===== config.mk =====
export PLATFORM = sky130hd
export DESIGN_NAME = inst_fetch
export DESIGN_NICKNAME = d
export VERILOG_FILES = /design/src/rtl/inst_fetch_pkg.sv /design/src/rtl/ifu_inst_fifo.sv /design/src/rtl/inst_fetch.sv
export SDC_FILE = /design/constraint.sdc
export NUM_CORES = 1
export LEC_CHECK = 0
export CAP_MARGIN = 20
export CORE_AREA = 2 2 211 213
export DETAILED_ROUTE_END_ITERATION = 8
export DIE_AREA = 0 0 213 215
export GPL_TIMING_DRIVEN = 0
export PLACE_DENSITY = 0.54
export SYNTH_ARGS = -nofsm -noshare
export SYNTH_HDL_FRONTEND = slang
export SYNTH_HIERARCHICAL = 1
export SYNTH_SLANG_ARGS = --single-unit

===== constraint.sdc =====
create_clock -name clk -period 32.3 [get_ports clk]
set_input_delay 8.075 -clock clk [delete_from_list [all_inputs] [get_ports clk]]
set_output_delay 8.075 -clock clk [all_outputs]
set_load 0.1 [all_outputs]

===== src/rtl/inst_fetch_pkg.sv =====
// Shared widths, reset PC and one-hot fetch state encodings for the instruction fetch stage.
package inst_fetch_pkg;

  localparam int ADDR_W  = 64;
  localparam int INST_W  = 32;
  localparam int ENTRY_W = ADDR_W + INST_W;

  localparam logic [ADDR_W-1:0] RESET_PC_DEFAULT = 64'h0000_0000_8000_0000;

  typedef enum logic [2:0] {
    ST_IDLE = 3'b001,
    ST_REQ  = 3'b010,
    ST_DROP = 3'b100
  } fetch_state_e;

endpackage


===== src/rtl/ifu_inst_fifo.sv =====
// Small instruction buffer holding {pc, inst} entries; flush beats push, pop on empty is ignored.
module ifu_inst_fifo
  import inst_fetch_pkg::*;
#(
  parameter int DEPTH = 2,
  localparam int PTR_W = $clog2(DEPTH),
  localparam int CNT_W = PTR_W + 1
) (
  input  logic               clk,
  input  logic               rst,
  input  logic               push,
  input  logic               pop,
  input  logic               flush,
  input  logic [ENTRY_W-1:0] din,
  output logic [CNT_W-1:0]   count,
  output logic               empty,
  output logic               full,
  output logic [ENTRY_W-1:0] head
);

  logic [ENTRY_W-1:0] mem [DEPTH];
  logic [PTR_W-1:0]   rd_ptr;
  logic [PTR_W-1:0]   wr_ptr;
  logic               do_push;
  logic               do_pop;

  assign empty   = (count == '0);
  assign full    = (count == CNT_W'(DEPTH));
  assign do_pop  = pop && !empty;
  assign do_push = push && (!full || do_pop);

  // An empty buffer presents zeros so decode never sees stale or undefined entries.
  assign head = empty ? '0 : mem[rd_ptr];

  always_ff @(posedge clk) begin
    if (rst || flush) begin
      rd_ptr <= '0;
      wr_ptr <= '0;
      count  <= '0;
    end else begin
      if (do_push) wr_ptr <= wr_ptr + PTR_W'(1);
      if (do_pop)  rd_ptr <= rd_ptr + PTR_W'(1);
      count <= count + CNT_W'(do_push) - CNT_W'(do_pop);
    end
  end

  always_ff @(posedge clk) begin
    if (do_push && !flush) mem[wr_ptr] <= din;
  end

endmodule


===== src/rtl/inst_fetch.sv =====
// Instruction fetch stage: PC owner, single-outstanding icache requester and decode buffer.
// Optional performance counters are enabled with IFU_PERF_CNT_EN.
module inst_fetch
  import inst_fetch_pkg::*;
#(
  parameter logic [ADDR_W-1:0] RESET_PC   = RESET_PC_DEFAULT,
  parameter int                FIFO_DEPTH = 2
) (
  input  logic              clk,
  input  logic              rst,
  output logic [ADDR_W-1:0] inst_addr,
  output logic              inst_ready,
  input  logic [INST_W-1:0] inst_data,
  input  logic              inst_valid,
  input  logic              redirect_ena,
  input  logic [ADDR_W-1:0] redirect_pc,
  output logic              de_valid,
  output logic [INST_W-1:0] de_inst,
  output logic [ADDR_W-1:0] de_pc,
  input  logic              de_ready
`ifdef IFU_PERF_CNT_EN
  ,
  output logic [63:0]       perf_fetch_cnt,
  output logic [63:0]       perf_redirect_cnt
`endif
);

  localparam int CNT_W = $clog2(FIFO_DEPTH) + 1;
  localparam int NXT_W = CNT_W + 1;

  fetch_state_e       state;
  logic [ADDR_W-1:0]  pc;
  logic [ADDR_W-1:0]  addr_q;
  logic [ADDR_W-1:0]  pc_inc;
  logic [CNT_W-1:0]   fifo_count;
  logic               fifo_empty;
  logic               fifo_full;
  logic [ENTRY_W-1:0] fifo_head;
  logic               push;
  logic               pop_eff;
  logic [NXT_W-1:0]   count_next;
  logic               has_credit;

  assign pc_inc  = addr_q + 64'd4;
  assign pop_eff = de_ready && !fifo_empty;
  assign push    = (state == ST_REQ) && inst_valid && !redirect_ena && (!fifo_full || pop_eff);

  // Credit looks at occupancy after this cycle's push and pop settle.
  assign count_next = NXT_W'(fifo_count) + NXT_W'(push) - NXT_W'(pop_eff);
  assign has_credit = (count_next < NXT_W'(FIFO_DEPTH));

  ifu_inst_fifo #(
    .DEPTH (FIFO_DEPTH)
  ) u_fifo (
    .clk   (clk),
    .rst   (rst),
    .push  (push),
    .pop   (de_ready),
    .flush (redirect_ena),
    .din   ({addr_q, inst_data}),
    .count (fifo_count),
    .empty (fifo_empty),
    .full  (fifo_full),
    .head  (fifo_head)
  );

  // addr_q is the address on the icache bus; pc is where fetch resumes and may run ahead during DROP.
  always_ff @(posedge clk) begin
    if (rst) begin
      state  <= ST_IDLE;
      pc     <= RESET_PC;
      addr_q <= RESET_PC;
    end else begin
      unique case (state)
        ST_IDLE: begin
          if (redirect_ena) begin
            pc <= redirect_pc;
          end else if (has_credit) begin
            state  <= ST_REQ;
            addr_q <= pc;
          end
        end
        ST_REQ: begin
          if (redirect_ena) begin
            pc    <= redirect_pc;
            state <= inst_valid ? ST_IDLE : ST_DROP;
          end else if (inst_valid) begin
            pc     <= pc_inc;
            addr_q <= pc_inc;
            if (!has_credit) state <= ST_IDLE;
          end
        end
        ST_DROP: begin
          if (redirect_ena) pc <= redirect_pc;
          if (inst_valid)   state <= ST_IDLE;
        end
        default: state <= ST_IDLE;
      endcase
    end
  end

  assign inst_ready = (state == ST_REQ) || (state == ST_DROP);
  assign inst_addr  = addr_q;
  assign de_valid   = !fifo_empty;
  assign de_pc      = fifo_head[ENTRY_W-1:INST_W];
  assign de_inst    = fifo_head[INST_W-1:0];

`ifdef IFU_PERF_CNT_EN
  always_ff @(posedge clk) begin
    if (rst) begin
      perf_fetch_cnt    <= '0;
      perf_redirect_cnt <= '0;
    end else begin
      if (push && (perf_fetch_cnt != '1))
        perf_fetch_cnt <= perf_fetch_cnt + 64'd1;
      if (redirect_ena && (perf_redirect_cnt != '1))
        perf_redirect_cnt <= perf_redirect_cnt + 64'd1;
    end
  end
`endif

endmodule


---- Word-level counts from Yosys, hierarchy flattened ----
Memory sizes are Yosys's and may differ from the RTL's. A register that Yosys moved wholly into a read port is not among the register bits.
Cells that the tools add are included.
storage, ports and cells
  register bits ........................... 135
  memory bits (writable) .................. 192
  input port bits ......................... 101
  output and inout bits ................... 162
  memories kept ........................... 1
cells by class
  $add $sub $neg .......................... 7
  $lt $le $gt $ge ......................... 1
  equality and inequality tests ........... 12
  mux-type cells .......................... 21
  reduce and logical (&&, ||, !) cells .... 19
memory list
  memory      words  bits a word  read ports  clocked after Yosys merged registers in  wr ports  line                 text
  u_fifo.mem  2      96           1           1                                        1         ifu_inst_fifo.sv:21  logic [ENTRY_W-1:0] mem [DEPTH];
operators with widths
  cell                                                                   number
  64-bit 2-to-1 mux                                                      6
  64-bit one-hot mux with 2 select lines                                 2
  96-bit 2-to-1 mux                                                      1
  64-bit by 3-bit adder with 64-bit output (second input constant)       1
  3-bit 2-to-1 mux                                                       7
  2-bit != test (second input constant)                                  5
  5-bit AND reduction                                                    2
  3-bit one-hot mux with 3 select lines                                  1
  1-bit logical AND                                                      6
  3-bit != test (second input constant)                                  2
  1-bit 2-to-1 mux                                                       4
  2-bit nonzero test                                                     2
  2-bit by 1-bit adder with 3-bit output                                 1
  3-bit by 1-bit == test with 1-bit output (second input constant)       1
  3-bit by 2-bit == test with 1-bit output (second input constant)       1
  3-bit == test (second input constant)                                  1
  1-bit logical NOT                                                      3
  1-bit logical OR                                                       3
  3-bit by 2-bit < comparator with 1-bit output (second input constant)  1
  3-bit AND reduction                                                    1
  3-bit by 1-bit subtractor with 3-bit output                            1
  1-bit adder (second input constant)                                    2
  2-bit by 1-bit adder with 2-bit output                                 1
  2-bit == test (second input constant)                                  1
  other kinds (4)                                                        4

---- Depth between registers and ports, before layout ----
Gate-level depths: netlist of run 1.
  word-level depth ........................ 12
  mapped depth ............................ 18

---- Modules after synthesis ----
Netlist of run 1, hierarchy kept.
by module, submodules not included
  module         instances  cells an instance  area each (um2)  seq. area each (um2)
  inst_fetch     1          971                7651.1           2622.5
  ifu_inst_fifo  1          433                7453.4           5865.6

---- Least setup slack after synthesis of run 1 ----
Ideal clock, no wire load.
  kind .................................... in2reg
  start point ............................. input redirect_ena
  end point ............................... memory u_fifo/mem[1][0] in the netlist's numbering (enable)
  library setup time ...................... 0.690 ns
  arrival ................................. 15.716 ns
  path slack .............................. 15.894 ns
  stages on the path ...................... 6
  path through ............................ clkbuf_1 nor2_1 nand3_1 inv_1 o21ai_0 nor3b_1
between the ends
  word-level cells in the longest chain between the ends .. 7
RTL lines
  item                                    line                 text
  start: declaration                      inst_fetch.sv:15     input logic redirect_ena,
  1-bit logical NOT                       inst_fetch.sv:46     assign push = (state == ST_REQ) && inst_valid && !redirect_ena && (!fifo_full || pop_eff);
  1-bit logical AND (2 in series)         inst_fetch.sv:46
  named net push                          inst_fetch.sv:39     logic push;
  1-bit logical AND                       ifu_inst_fifo.sv:30  assign do_push = push && (!full || do_pop);
  1-bit logical AND                       ifu_inst_fifo.sv:48  if (do_push && !flush) mem[wr_ptr] <= din;
  1-bit 2-to-1 mux                        ifu_inst_fifo.sv:48
  1-bit 2-to-1 mux (implied by the code)  ifu_inst_fifo.sv:48
  end: declaration                        ifu_inst_fifo.sv:21
The timed path passes the listed nets, and every way through them passes these cells.

---- Worst setup path in the final report of run 1 ----
  start point ............................. input redirect_ena
  end point ............................... register addr_q[31], in the netlist inst_addr[31]
between the ends
  word-level cells in the longest chain between the ends .. 8
  elaborated cells between the ends (all ways) .. 10
  those cells by class .................... 2 x add/sub; 1 x order compare; 3 x eq/ne; 4 x reduce/logical
RTL lines
  item                                           line              text
  1-bit logical NOT                              inst_fetch.sv:46
  1-bit logical AND (2 in series)                inst_fetch.sv:46
  2-bit by 1-bit adder with 3-bit output         inst_fetch.sv:49  assign count_next = NXT_W'(fifo_count) + NXT_W'(push) - NXT_W'(pop_eff);
  3-bit by 1-bit subtractor with 3-bit output    inst_fetch.sv:49
  3-bit by 2-bit < comparator with 1-bit output  inst_fetch.sv:50  assign has_credit = (count_next < NXT_W'(FIFO_DEPTH));
  2-bit != test (no line)                        --
  5-bit AND reduction (no line) (*)              --
  end signal: assignment                         inst_fetch.sv:80  addr_q <= pc;
  end signal: assignment                         inst_fetch.sv:89  addr_q <= pc_inc;
  end: declaration                               inst_fetch.sv:33  logic [ADDR_W-1:0] addr_q;
Every way passes the cells marked *; elsewhere a longest branch is shown, timed or not.
A chain may end at the register's enable or synchronous reset.

==> flow_metrics.py, run 1 <==
metrics = {
    "floorplan": {
        "pin_count": 263,
        "die_w_um": 213,
        "rows": 77,
        "start_util_pct": 34.6,
        "die_h_um": 215,
        "die_area_sq_um": 45800,
        "core_sq_um": 43600,
    },
    "synthesis": {
        "synth_top_family_by_area": "simple AND/OR/NAND/NOR gates",
        "synth-simple-area-share_pct": 16.5,
        "avgSynthCellArea_sq_um": 10.8,
        "synth-edff-count": 192,
        "synthTopCellsByArea": "edfxtp_1 (38%), dfxtp_1 (18%), mux2i_1 (6.7%)",
        "synth_top_flop_cell": "edfxtp_1",
        "yosysTopAreaCell": "edfxtp_1",
        "synth_nets": 1509,
        "synth.distinct_cells": 74,
        "synth_seq_cells": 328,
        "yosysWarningCount": 6,
        "synth_common_cells": "edfxtp_1 (192), nor2_1 (182), dfxtp_1 (136), mux2i_1 (101), nand2_1 (92)",
        "synth_compound_area_share_pct": 13.6,
        "yosys-mux-area-fraction_pct": 6.69,
        "synth_xor_xnor_area_share_pct": 3.25,
        "yosysMostFrequentCell": "edfxtp_1",
        "syn_area_sq_um": 15100,
        "ys_async_sr_fraction_pct": 0,
        "synth_top_area_share_pct": 38.2,
        "seq_area_frac_synth_pct": 56.2,
        "synthCells": 1404,
        "synth_fa_ha_area_share_pct": 0.381,
    },
    "critical_path": {
        "critPathBufInv": 4,
        "slowest_stage": "clkdlybuf4s50_1",
        "worstSetupPathType": "input port to register",
        "critPathRequiredTime_ps": 32750,
        "max_stage_delay_ps": 670,
        "end_kind": "register",
        "crit_path_frequent_cell": "clkbuf_1",
        "cp_cell_sequence": "clkdlybuf4s50_1 > clkbuf_1 > nor2_1 > nand3_1 > ha_1 > nor2b_1 > fa_1 > and4bb_2 > o21a_1 > clkbuf_1 > clkbuf_1 > nand2_1 > o32a_1",
        "critPathLaunchType": "input port",
        "critPathArrivalTime_ps": 12630,
        "critPathLaunch": "redirect_ena",
        "critPathTopFamily": "buffers and inverters",
        "cp_max_fo": 10,
        "r2r-start": "state[0]",
    },
    "sta": {
        "fin_setup_tns_ps": 0,
        "fin_skew_ps": 25.4,
        "finalSetupViolCount": 0,
        "min_period_ps": 12180,
        "finalHoldViolCount": 0,
        "clock.fmax_mhz": 82.1,
        "period_share_pct": 37.7,
        "worst_pin_slew_ps": 1100,
        "grt_setup_unrepaired": "no",
        "final_max_slew_viol_count": 0,
        "slew_headroom_pct": 26.4,
    },
    "finish": {
        "multi_input_area_sq_um": 6110,
        "seqCellArea_sq_um": 8490,
        "area_growth_pct": 31.8,
        "drive_gt1_share_pct": 7.30,
        "fill_cells": 4112,
        "final_nets": 1830,
    },
    "global_route": {
        "first_global_vias": 12400,
        "grt_use_total_pct": 23.2,
        "grt_remaining_overflow": 0,
        "grt_max_degree": 14,
        "grt_pass1_wl_um": 79300,
        "antenna_found_initial": 2,
    },
    "drt": {
        "drt_wl_total_um": 54000,
        "viasPerCell": 5.46,
        "ant_nets": 0,
        "first_pass_iters": 5,
        "wire_per_inst_um": 23.0,
        "vias": 12800,
        "drcViolationCount": 0,
        "drt_iter0_drc": 1224,
    },
    "clock_tree": {
        "cts-resized-gates": 0,
        "cts_sinks": 328,
        "cts.hold.buffers_added": 0,
        "path_clk_slew_ps": 60,
        "post-cts-setup-buffers": 0,
        "cts.htree.levels": 2,
        "root_buffer": "clkbuf_16",
        "cts_max_path_buffers": 3,
        "cts_buffers": 38,
        "clock_latency_ps": 570,
        "cts_tree": "yes",
    },
    "worst_hold_path": {
        "worstHoldPathType": "register to register",
        "min_from": "pc[11]",
    },
    "power_and_ir_drop": {
        "p_per_area_nw_per_um2": 49.9,
        "p_leak_uw": 0.00650,
        "peakVddDrop_mv": 0.0261,
        "total_power_uw": 994,
    },
    "run_status": {
        "outcome": "finished clean",
    },
    "placed_design": {
        "dpl.hpwl_um": 38900,
        "gp_congestion": 0.903,
        "port_buffers": 262,
    },
    "job": {
        "cap_viol_max_count": 0,
    },
}
-- flip-flops by register name (all words and copies together), names as in the netlist, named ones only --
| name | cells |
|---|---|
| pc | 64 |
| u_fifo/count | 2 |
| u_fifo/rd_ptr | 1 |
| u_fifo/mem | 192 |
| u_fifo/wr_ptr | 1 |
| state | 3 |
| inst_addr | 64 |
-- per-stage QoR --
stage                     std cells  hold WS [ps]  cell area (sq um)  util [%]  worst slack, ps
after floorplan                1404           432              15100         -            15890
after global placement         2258           441              18500      42.3            10160
after detailed placement       2277           446              18700      42.8            19660
after CTS                      2346           453              19900      45.6            20230
after global routing           2346           472              19900      45.6            20020
final                          2347           451              19900      45.6            20120
-- final cells by class --
class                   instances  area share, %
flip-flops and latches        328           42.6
multi-input cells             956           30.7
repair buffers                281           14.3
clock buffers                  51           5.18
well taps                     592           3.72
plain buffers                 101           2.24
clock inverters                18          0.867
inverters                      19          0.358
diodes                          1         0.0126
-- per-layer routing --
layer	wire length (um)	GRT usage, %
met1	23600	31.4
met2	25100	37.3
met3	4080	4.79
met4	1260	6.46
met5	0	0
-- cells by family after synthesis --
logic type,after synthesis
AOI/OAI and AO/OA,303
xor gates and xnor gates,56
adders and majority gates,4
buffers and inverters,120
DFF,328
muxes,101
and+or+nand+nor,492
-- where the power goes --
group	leakage, uW	internal, uW	switching (uW)
Combinational	0.00303	34.6	70.6
Clock	0.000600	249	176
Sequential	0.00287	451	11.8
Total	0.00650	735	259
-- placed cells by master, fill, tap and decap left out, types with 9 or more instances in the layout --
cell and count:
a21oi_1 72, a22oi_1 44, a31oi_1 12, and3_1 27, and4_1 9, buf_2 20
buf_6 20, clkbuf_1 86, clkbuf_16 39, clkdlybuf4s50_1 262, clkinv_2 11, dfxtp_1 136
edfxtp_1 192, inv_1 18, mux2i_1 101, nand2_1 92, nand3_1 55, nand4_1 20
nor2_1 182, nor2b_1 13, nor3_1 13, nor4_1 15, o211ai_1 15, o21ai_0 36
o22ai_1 27, o31ai_1 11, or3_1 19, xnor2_1 27, xor2_1 29
-- final timing paths --
kind,endpoint,slack (ps),cells past startpoint
worst max-delay path,inst_addr[31],20120,13
worst min-delay path,pc[11],450,2
worst max register to register,inst_addr[31],26010,16
worst min register to register,pc[11],450,2
-- worst reg2reg max path: cells and delay by family (launching register included) --
family	cells	cell delay, ps
AOI/OAI and AO/OA	2	450
adders and majority gates	2	790
buffers and inverters	6	3010
DFF	1	290
and+or+nand+nor	6	1670
No activity file was read; power rests on OpenSTA's default activity.
==> run 2: changes to the inputs <==
- PLACE_DENSITY: 0.54 -> 0.57
- clock period: 32.3 -> 10.1 ns (I/O delays scaled with it)
==> run 2 against run 1 <==
Sequential power grew to 3.2 times the previous value. Combinational power increased to 3.2 times the previous value. Critical path depth unchanged. Non-clock buffer count down 6. Critical endpoint unchanged.
==> flow_metrics.py, run 2 (synthesis gave the netlist of run 1 again) <==
metrics = {
    "global_route": {
        "grt_remaining_overflow": 0,
        "grt_pass1_wl_um": 77900,
        "first_global_vias": 12300,
        "antenna_found_initial": 0,
        "grt_max_degree": 19,
        "grt_use_total_pct": 22.7,
    },
    "critical_path": {
        "slowest_stage": "clkdlybuf4s50_1",
        "cp_cell_sequence": "clkdlybuf4s50_1 > clkbuf_1 > nor2_1 > nand3_1 > ha_1 > nor2b_1 > fa_1 > and4bb_2 > o21a_1 > clkbuf_1 > clkbuf_1 > nand2_1 > o32a_1",
        "critPathRequiredTime_ps": 10550,
        "worstSetupPathType": "input port to register",
        "end_kind": "register",
        "max_stage_delay_ps": 710,
        "cp_max_fo": 10,
        "critPathArrivalTime_ps": 7110,
        "crit_path_frequent_cell": "clkbuf_1",
        "critPathLaunchType": "input port",
    },
    "clock_tree": {
        "path_clk_slew_ps": 70,
        "cts_sinks": 328,
        "cts.hold.buffers_added": 0,
        "root_buffer": "clkbuf_16",
        "cts_max_path_buffers": 3,
        "post-cts-setup-buffers": 0,
        "clock_latency_ps": 560,
        "cts_tree": "yes",
        "cts.htree.levels": 2,
        "cts-resized-gates": 0,
        "cts_buffers": 37,
    },
    "sta": {
        "finalHoldViolCount": 0,
        "whs_ps": 456,
        "worst_pin_slew_ps": 1120,
        "grt_setup_unrepaired": "no",
        "final_max_slew_viol_count": 0,
        "clock.fmax_mhz": 150,
        "slew_headroom_pct": 25.1,
        "period_share_pct": 66.0,
        "fin_skew_ps": 42.5,
        "finalSetupViolCount": 0,
        "min_period_ps": 6670,
    },
    "finish": {
        "drive_gt1_share_pct": 6.53,
        "final_nets": 1823,
        "largest_reg_flops": 192,
        "mostFrequentLayoutCell": "clkdlybuf4s50_1",
        "n_antenna_cell": 0,
        "fill_cells": 4044,
        "area_growth_pct": 31.7,
        "top_register": "u_fifo/mem",
        "final_cell_mix": "clkdlybuf4s50_1 (262), edfxtp_1 (192), nor2_1 (182)",
        "final_util_pct": 45.6,
    },
    "power_and_ir_drop": {
        "total_power_uw": 3070,
        "p_int_uw": 2260,
        "p_per_area_nw_per_um2": 154,
        "power_frac_clock_pct": 40.8,
        "switching_share_pct": 26.3,
        "p_seq_share_pct": 48.3,
        "p_leak_uw": 0.00646,
        "peakVddDrop_mv": 0.0890,
        "power_frac_comb_pct": 11.0,
        "switchingPower_uw": 806,
    },
    "job": {
        "cap_viol_max_count": 0,
    },
    "floorplan": {
        "start_util_pct": 34.6,
        "pin_count": 263,
        "die_h_um": 215,
        "core_sq_um": 43600,
        "rows": 77,
        "die_w_um": 213,
        "die_area_sq_um": 45800,
    },
    "run_status": {
        "outcome": "finished clean",
    },
    "drt": {
        "viasPerCell": 5.49,
        "drt_wl_total_um": 53200,
        "drt_iter0_drc": 1317,
        "vias": 12800,
        "drcViolationCount": 0,
        "wire_per_inst_um": 22.8,
        "first_pass_iters": 8,
        "ant_nets": 0,
    },
    "placed_design": {
        "port_buffers": 262,
        "gp_congestion": 0.897,
        "dpl.hpwl_um": 38400,
    },
    "worst_hold_path": {
        "worstHoldPathType": "register to register",
    },
}
[run 2: cell count changes in the layout (fill, tap and decap cells not counted), sizes merged]
cell	before	now
buf	45	39
bufinv	3	1
clkbuf	126	122
clkinv	14	18
diode	1	0
[run 2: power by group through the flow]
stage               clock network [uW]  registers, uW  logic, uW
finish                            1250           1480        336
global route                      1330           1480        353
CTS                               1270           1480        332
detailed placement                   0           1510        331
global placement                     0           1510        328
floorplan                            0           1560        134
[run 2: final timing paths]
kind,start,slack [ps],depth (start not counted),to
setup reg to reg,state[0],3900,16,inst_addr[31]
setup / recovery,redirect_ena,3430,13,inst_addr[31]
hold reg to reg,pc[10],460,2,pc[10]
hold / removal,pc[10],460,2,pc[10]
[run 2: layer usage]
| layer | vias up | track usage, % | share of wire [%] |
|---|---|---|---|
| met1 | 6223 | 30.7 | 43 |
| met3 | 116 | 4.38 | 8.2 |
| li1 | 5890 | - | - |
| met2 | 616 | 36.0 | 46 |
| met4 | 0 | 8.30 | 3.4 |
| met5 | - | 0 | 0 |
[run 2: area by class of cell]
class	instances	area, sq um	share of cell area (%)
multi-input combinational	956	6120	30.8
inverter	19	71.3	0.359
clock buffer	47	973	4.89
sequential	328	8490	42.7
buffer	101	445	2.24
clock inverter	20	120	0.604
tap	592	741	3.72
timing repair buffer	275	2930	14.7
[run 2: stage by stage]
stage | worst slack, ps | TNS (ps) | instances | instance area (sq um)
floorplan | 2650 | 0 | 1404 | 15100
global placement | -749 | -134220 | 2258 | 18500
detailed placement | 3020 | 0 | 2271 | 18800
CTS | 3600 | 0 | 2338 | 19900
global route | 3310 | 0 | 2338 | 19900
finish | 3430 | 0 | 2338 | 19900
[run 2: critical path, delay by kind of cell]
family,cells,cell delay (ps)
compound gates,2,450
fa+ha+maj,2,680
simple gates,5,1280
buf+inv,4,2160
==> run 3: changes to the inputs <==
- PLACE_DENSITY: 0.57 -> 0.54
- clock period: 10.1 -> 6.2 ns (I/O delays scaled with it)
==> run 3 against run 2 <==
Sequential power increased by 63%. Wire length grew 1.5%. Via count decreased by 0.60%. Critical path depth up 3. Clock power grew 81%. Sequential share of layout area is 0.22 points lower. Die area unchanged. Clock skew fell by 20 ps. First-iteration DRC count shrank 9.2%. Power increased by 70%. Hold slack lost 4.6 ps. Largest cell class unchanged.
==> flow_metrics.py, run 3 (synthesis gave the netlist of run 1 again) <==
metrics = {
    "drt": {
        "viasPerCell": 5.46,
        "drcViolationCount": 0,
        "ant_nets": 0,
        "vias": 12800,
        "first_pass_iters": 5,
        "drt_iter0_drc": 1196,
        "drt_wl_total_um": 54000,
        "wire_per_inst_um": 23.1,
    },
    "power_and_ir_drop": {
        "p_leak_uw": 0.00651,
        "p_int_uw": 3880,
        "switching_share_pct": 25.7,
        "p_seq_share_pct": 46.2,
        "power_frac_clock_pct": 43.3,
        "total_power_uw": 5220,
        "peakVddDrop_mv": 0.137,
        "p_per_area_nw_per_um2": 261,
        "power_frac_comb_pct": 10.5,
        "switchingPower_uw": 1340,
    },
    "sta": {
        "finalHoldViolCount": 0,
        "grt_setup_unrepaired": "no",
        "min_period_ps": 6000,
        "whs_ps": 451,
        "finalSetupViolCount": 0,
        "fin_skew_ps": 22.3,
        "final_max_slew_viol_count": 0,
        "period_share_pct": 96.7,
        "worst_pin_slew_ps": 1140,
        "slew_headroom_pct": 23.8,
        "worst_slack_ps": 203,
        "clock.fmax_mhz": 167,
    },
    "finish": {
        "top_register": "u_fifo/mem",
        "largest_reg_flops": 192,
        "final_cell_mix": "clkdlybuf4s50_1 (262), edfxtp_1 (192), nor2_1 (182)",
        "fin_cells": 2339,
        "n_antenna_cell": 0,
        "mostFrequentLayoutCell": "clkdlybuf4s50_1",
        "fill_cells": 4100,
        "drive_gt1_share_pct": 6.81,
        "area_growth_pct": 32.3,
        "final_nets": 1823,
    },
    "clock_tree": {
        "root_buffer": "clkbuf_16",
        "path_clk_slew_ps": 60,
        "cts.htree.levels": 2,
        "cts_max_path_buffers": 3,
        "cts_sinks": 328,
        "cts_tree": "yes",
        "cts.hold.buffers_added": 0,
        "cts_buffers": 38,
        "clock_latency_ps": 560,
    },
    "global_route": {
        "grt_max_degree": 19,
        "grt_remaining_overflow": 0,
        "gr-max-usage-layer": "met2",
        "grt_use_total_pct": 23.1,
        "antenna_found_initial": 1,
        "grt_use_met3_pct": 4.47,
        "gr-usage-met1_pct": 31.2,
        "grt_pass1_wl_um": 78800,
        "grtUsageMet2_pct": 36.9,
        "first_global_vias": 12200,
    },
    "critical_path": {
        "critPathArrivalTime_ps": 6450,
        "critPathLaunchType": "register",
        "crit_path_frequent_cell": "clkbuf_1",
        "critPathBufInv": 6,
        "cp_max_fo": 10,
        "slowest_stage": "clkbuf_1",
        "max_stage_delay_ps": 580,
        "worstSetupPathType": "register to register",
        "critPathTopFamily": "buffers and inverters",
        "end_kind": "register",
        "r2r-start": "state[0]",
        "critPathRequiredTime_ps": 6650,
        "cp_cell_sequence": "clkbuf_1 > nor2b_1 > nor2b_1 > clkbuf_1 > clkbuf_2 > clkbuf_1 > nand3_1 > ha_1 > nor2b_1 > fa_1 > and4bb_2 > o21a_1 > clkbuf_1 > clkbuf_1 > nand2_1 > o32a_1",
        "critPathLaunch": "state[0]",
    },
    "placed_design": {
        "dp.cells": 2270,
        "port_buffers": 262,
        "preCtsSetupSlack_ps": 3.45,
        "gp_congestion": 0.896,
        "dpl.hpwl_um": 38800,
    },
    "worst_hold_path": {
        "min_from": "pc[4]",
        "worstHoldPathType": "register to register",
    },
    "job": {
        "cap_viol_max_count": 0,
    },
    "floorplan": {
        "die_w_um": 213,
        "rows": 77,
        "start_util_pct": 34.6,
        "die_area_sq_um": 45800,
        "die_h_um": 215,
        "pin_count": 263,
        "core_sq_um": 43600,
    },
    "run_status": {
        "outcome": "finished clean",
    },
}
## run 3: changes by cell type in the layout (fill, tap and decap cells not counted), moves of 2 or more
cell	before	now
buf_16	9	7
buf_8	3	5
bufinv_16	1	4
clkbuf_1	84	86
clkbuf_16	37	39
clkinv_1	11	5
## run 3: final cells by class
| class | count | area (sq um) | area share [%] |
|---|---|---|---|
| buffer | 101 | 447 | 2.23 |
| clock buffer | 53 | 1050 | 5.25 |
| tap | 592 | 741 | 3.71 |
| clock inverter | 16 | 181 | 0.908 |
| sequential | 328 | 8490 | 42.5 |
| inverter | 19 | 71.3 | 0.357 |
| timing repair buffer | 274 | 2890 | 14.5 |
| multi-input combinational | 956 | 6120 | 30.6 |
## run 3: through the flow
stage	TNS [ps]	utilization (%)	area, sq um
final	0	45.8	20000
after global routing	0	45.8	20000
after floorplan	-49070	-	15100
after global placement	-718190	42.3	18500
after detailed placement	0	43.0	18800
after CTS	0	45.8	20000
## run 3: power groups by stage
stage / Sequential [uW] / Combinational [uW] / Clock (uW)
2_1_floorplan: 2550 / 218 / 0
3_3_place_gp: 2450 / 535 / 0
3_5_place_dp: 2460 / 540 / 0
4_1_cts: 2410 / 542 / 2310
5_1_grt: 2420 / 577 / 2400
6_report: 2410 / 548 / 2260
## run 3: worst reg2reg max path, stage by stage, from the launching register on
cell and delay [ps]:
dfxtp_1 290, clkbuf_1 200, nor2b_1 220, nor2b_1 180, clkbuf_1 460, clkbuf_2 440
clkbuf_1 590, nand3_1 220, ha_1 330, nor2b_1 140, fa_1 440, and4bb_2 360
o21a_1 140, clkbuf_1 440, clkbuf_1 580, nand2_1 550, o32a_1 320
## run 3: timing repair
item                                    in CTS  in global routing
gates resized for setup                      0                  2
setup buffers                                0                  0
endpoints found under the setup margin       0                 15
## run 3: metal layers
metal  vias to the layer above  routed length (um)
li1                       5892                   -
met1                      6218               23400
met2                       550               25000
met3                       106                4040
met4                         2                1630
met5                         -                  17
## run 3: path summary, 6_finish.rpt
kind | slack (ps) | depth (start not counted) | end
min reg2reg | 450 | 2 | pc[4]
max | 200 | 16 | inst_addr[31]
min | 450 | 2 | pc[4]
max reg2reg | 200 | 16 | inst_addr[31]
